### config.mk
export PLATFORM = sky130hd
export DESIGN_NAME = display_scan
export DESIGN_NICKNAME = d
export VERILOG_FILES = /design/src/rtl/display_pkg.sv /design/src/rtl/seg7_decode.sv /design/src/rtl/display_scan.sv
export SDC_FILE = /design/constraint.sdc
export NUM_CORES = 1
export LEC_CHECK = 0
export CAP_MARGIN = 20
export CORE_MARGIN = 2
export CORE_UTILIZATION = 55
export CTS_CLUSTER_DIAMETER = 50
export DETAILED_ROUTE_END_ITERATION = 10
export HOLD_SLACK_MARGIN = 0.05
export PLACE_DENSITY = 0.8
export SLEW_MARGIN = 20
export SYNTH_ARGS = -nofsm -noshare
export SYNTH_HDL_FRONTEND = slang
export SYNTH_HIERARCHICAL = 1
export SYNTH_SLANG_ARGS = --single-unit
### constraint.sdc
create_clock -name clock_in -period 4.78 [get_ports clock_in]
set_input_delay 1.195 -clock clock_in [delete_from_list [all_inputs] [get_ports clock_in]]
set_output_delay 1.195 -clock clock_in [all_outputs]
set_load 0.01 [all_outputs]
### src/rtl/display_pkg.sv
// Shared constants and types for the 7-segment display blocks: blank patterns,
// the active-low glyph table and the digit index type.
package display_pkg;

    typedef logic [1:0] digit_idx_t;

    localparam logic [6:0] SEG_BLANK = 7'b1111111;
    localparam logic [3:0] ANODE_OFF = 4'b1111;

    // Active-low {g,f,e,d,c,b,a}; hex digits use the usual A b C d E F shapes.
    localparam logic [6:0] GLYPH_TABLE [16] = '{
        7'b1000000, 7'b1111001, 7'b0100100, 7'b0110000,
        7'b0011001, 7'b0010010, 7'b0000010, 7'b1111000,
        7'b0000000, 7'b0010000, 7'b0001000, 7'b0000011,
        7'b1000110, 7'b0100001, 7'b0000110, 7'b0001110
    };

    function automatic logic [3:0] anode_select(input digit_idx_t idx);
        return ~(4'b0001 << idx);
    endfunction

endpackage

### src/rtl/seg7_decode.sv
// Combinational nibble to active-low 7-segment decoder built on the shared
// glyph table; reusable by any display block.
module seg7_decode
    import display_pkg::*;
(
    input  logic [3:0] nibble,
    output logic [6:0] segments
);

    assign segments = GLYPH_TABLE[nibble];

endmodule

### src/rtl/display_scan.sv
// Multiplexes a 4-digit common-anode 7-segment display, stepping one digit per
// refresh rising edge with anode-off guard time after each step.
// Optional build macro LEADING_ZERO_BLANK_EN blanks leading zero digits 3..1.
module display_scan
    import display_pkg::*;
#(
    parameter logic [15:0] BLANK_CYCLES = 16'd1024,
    parameter int          NUM_DIGITS   = 4
) (
    input  logic        clock_in,
    input  logic        reset_in,
    input  logic        refresh_in,
    input  logic        enable_in,
    input  logic [15:0] value_in,
    output logic [3:0]  anodes,
    output logic [6:0]  segments,
    output digit_idx_t  digit_idx
);

    localparam digit_idx_t IDX_MAX = digit_idx_t'(NUM_DIGITS - 1);

    logic        refresh_q;
    logic        rise;
    logic        scan_valid;
    logic [15:0] snapshot;
    logic [15:0] blank_cnt;
    digit_idx_t  next_idx;
    logic [3:0]  cur_nibble;
    logic [6:0]  cur_segments;
    logic        digit_hidden;

    assign rise       = refresh_in & ~refresh_q;
    assign next_idx   = (digit_idx == IDX_MAX) ? digit_idx_t'(0) : digit_idx + 2'd1;
    assign cur_nibble = snapshot[{digit_idx, 2'b00} +: 4];

    seg7_decode u_decode (
        .nibble   (cur_nibble),
        .segments (cur_segments)
    );

    // NOTE: sequential state uses non-blocking assignments so every register
    // samples the pre-edge values, independent of statement order.
    always_ff @(posedge clock_in) begin
        if (reset_in) begin
            refresh_q  <= 1'b1;
            digit_idx  <= 2'd3;
            snapshot   <= 16'h0000;
            blank_cnt  <= 16'd0;
            scan_valid <= 1'b0;
        end else begin
            refresh_q <= refresh_in;
            if (rise) begin
                digit_idx  <= next_idx;
                blank_cnt  <= BLANK_CYCLES;
                scan_valid <= 1'b1;
                // Whole frame comes from one capture, so a mid-frame value change cannot tear.
                if (next_idx == 2'd0) begin
                    snapshot <= value_in;
                end
            end else if (blank_cnt != 16'd0) begin
                blank_cnt <= blank_cnt - 16'd1;
            end
        end
    end

`ifdef LEADING_ZERO_BLANK_EN
    // NOTE: combinational block assigns a default first so no path infers a latch.
    always_comb begin
        digit_hidden = 1'b0;
        case (digit_idx)
            2'd3:    digit_hidden = (snapshot[15:12] == 4'h0);
            2'd2:    digit_hidden = (snapshot[15:8] == 8'h00);
            2'd1:    digit_hidden = (snapshot[15:4] == 12'h000);
            default: digit_hidden = 1'b0;
        endcase
    end
`else
    assign digit_hidden = 1'b0;
`endif

    // Outputs stay blank after reset until the first refresh advance selects digit 0.
    always_ff @(posedge clock_in) begin
        if (reset_in) begin
            anodes   <= ANODE_OFF;
            segments <= SEG_BLANK;
        end else begin
            segments <= scan_valid ? cur_segments : SEG_BLANK;
            if (scan_valid && enable_in && (blank_cnt == 16'd0) && !digit_hidden) begin
                anodes <= anode_select(digit_idx);
            end else begin
                anodes <= ANODE_OFF;
            end
        end
    end

endmodule

==> flow_summary.yaml <==
run_status:
  status: "completed"
clock_network:
  post_cts_buffers: 0
  numClockSinks: 47
  cts_htree_levels: 2
  postCtsHoldBufs: 0
  cts.path.max_buffers: 2
  tritoncts: "built"
  cts.clk_slew.worst_paths_ps: 70
  root_buffer: "clkbuf_8"
  clkLatencyLatePin_ps: 290
  cts_resized: 0
  cts-buffers-inserted: 5
placed_design:
  hpwl_um: 2800
  port_buffers: 32
  place_congestion: 0.809
power:
  leakage_nw: 0.945
  pwr_density_cell_nw_per_um2: 459
  ir_worst_vdd_mv: 0.340
sta:
  min_period_ps: 2850
  hold_ws_ps: 458
  setup_viol: 0
  tightest_slew_ps: 811
  fmax_ghz: 0.351
  fin_worst_skew_ps: 5.64
  fin_tns_setup_ps: 0
  hold_viol: 0
  grt_setup_unrepaired: "no"
  max_slew_margin_pct: 45.8
  finalCritPeriodShare_pct: 59.7
  slew_violations: 0
finish:
  area_growth_pct: 17.2
  mostFrequentLayoutCell: "dfxtp_1"
  nFillCells: 328
  drive_above_1_share_pct: 5.54
  diodes: 0
  final_nets: 305
  layout_common_cells: "dfxtp_1 (47), nand2_1 (39), clkdlybuf4s50_1 (32), nor2_1 (24), a21oi_1 (23)"
detailed_routing:
  drt_iter0_drc: 62
  firstDrtPassIters: 4
  wirelength_um: 3810
  wl_per_cell_um: 11.9
  routed-via-count: 1693
  ant_nets: 0
  drcViolationCount: 0
  viasPerCell: 5.27
critical_path:
  r2r_cells: 6
  crit_type: "input pin to flip-flop"
  endpoint_kind: "flip-flop"
  worstPathRequired_ps: 4970
  r2r_start: "digit_idx[0]"
  ff2ff_setup_slack_ps: 2380
  path_max_fanout: 24
  start_kind: "input pin"
  r2r_end: "segments[3]"
  cp.arrival_ps: 3040
yosys:
  netlist_area_um2: 2220
  synth_seq_area_share_pct: 42.5
  postSynthAreaPerCell_um2: 9.01
  ys_types: 37
  synthesis.instances: 246
  yosysWarnings: 6
  synth_seq_cells: 47
  syn_nets: 279
floorplan:
  die_h_um: 67.5
  chipWidth_um: 67.5
  pin_count: 33
  dieArea_um2: 4550
  start_util_pct: 56.2
  core_area_um2: 3940
  rows: 23
run:
  drv_cap: 0
hold_path:
  hold_depth: 2
  min_path_type: "flip-flop to flip-flop"
  min_to: "snapshot[12]"
  hp-start: "snapshot[12]"
global_route:
  grt_use_total_pct: 19.2
  grt_pass1_wl_um: 6690
  grt_max_degree: 25
  grt_pass1_vias: 1590
  antenna_found_initial: 0
  grt_overflow_total: 0
==> flip-flops by register name, summed over array words and instances, names as in the netlist <==
signal and flops:
snapshot 16, scan_valid 1, blank_cnt 16, digit_idx 2, anodes 4, refresh_q 1, segments 7
==> through the flow <==
step	power (mW)	util, %	cell area (um^2)	worst slack (ps)	instances
floorplan	0.939	-	2220	2410	246
global placement	0.973	64.0	2520	1610	315
detailed placement	0.987	64.0	2520	1600	315
CTS	1.21	65.9	2600	1920	321
global route	1.29	65.9	2600	1860	321
finish	1.19	65.9	2600	1930	321
==> Yosys cell counts, drive strengths merged <==
| cell | number | area share, % |
|---|---|---|
| a21o | 1 | 0.34 |
| o21a | 1 | 0.34 |
| ha | 13 | 7.3 |
| inv | 8 | 1.4 |
| clkbuf | 8 | 1.4 |
| nor2 | 24 | 4.1 |
| o211ai | 1 | 0.34 |
| a21oi | 23 | 5.2 |
| a31o | 1 | 0.40 |
| or3b | 1 | 0.40 |
| o21ai | 4 | 0.90 |
| a32o | 1 | 0.45 |
| and2 | 3 | 0.96 |
| nor3 | 5 | 1.1 |
| nand2 | 39 | 6.6 |
| and4 | 1 | 0.40 |
| or3 | 4 | 1.1 |
| mux4 | 5 | 5.1 |
| buf | 5 | 2.0 |
| mux2i | 6 | 2.7 |
| nor4 | 5 | 1.7 |
| dfxtp | 47 | 42 |
| nand2b | 12 | 3.4 |
| nor2b | 3 | 0.85 |
| a211o | 2 | 0.79 |
| a2111oi | 1 | 0.68 |
| nand3 | 2 | 0.45 |
| xnor2 | 9 | 3.6 |
| nand4 | 4 | 1.1 |
| or2 | 1 | 0.28 |
| nand3b | 1 | 0.34 |
| a211oi | 5 | 1.9 |
==> worst max-delay path: stages <==
cell             delay [ps]
clkdlybuf4s50_1        1000
nand2b_1                540
nor2_1                   80
a31o_1                  230
==> metal layers <==
metal  GRT usage [%]  up-vias  share of wire (%)
li1                -      886                  -
met1            23.4      772                 47
met2            33.1       33                 49
met3            4.67        2                3.1
met4            6.63        0               0.60
met5               0        -                  0
==> worst max-delay path by stage <==
stage | slack [ps] | depth (start not counted) | endpoint | from
detailed placement | 1600 | 4 | blank_cnt[13] | reset_in
CTS | 1920 | 4 | blank_cnt[13] | reset_in
finish | 1930 | 4 | blank_cnt[13] | reset_in
global placement | 1610 | 4 | blank_cnt[13] | reset_in
global route | 1860 | 3 | anodes[0] | reset_in
floorplan | 2410 | 7 | segments[3] | digit_idx[0]
==> power by group <==
part           internal (mW)  switching [mW]
Sequential             0.451          0.0509
Clock                 0.0975           0.116
Combinational          0.213           0.265
==> cells by family after synthesis <==
kind of cell	after synthesis	synth area share (%)
DFF	47	42.5
buffers and inverters	21	4.69
and+or+nand+nor	105	22.8
AOI/OAI and AO/OA	40	11.3
muxes	11	7.79
xor gates and xnor gates	9	3.56
adders and majority gates	13	7.34
==> area by class of cell <==
| type | instances | area (um^2) | share of cell area (%) |
|---|---|---|---|
| repair buffers | 32 | 320 | 12.3 |
| flip-flops and latches | 47 | 941 | 36.2 |
| multi-input cells | 178 | 1170 | 45.1 |
| well taps | 50 | 62.6 | 2.41 |
| inverters | 8 | 30.0 | 1.16 |
| clock buffers | 6 | 72.6 | 2.79 |
No activity file was read; power rests on OpenSTA's default activity.
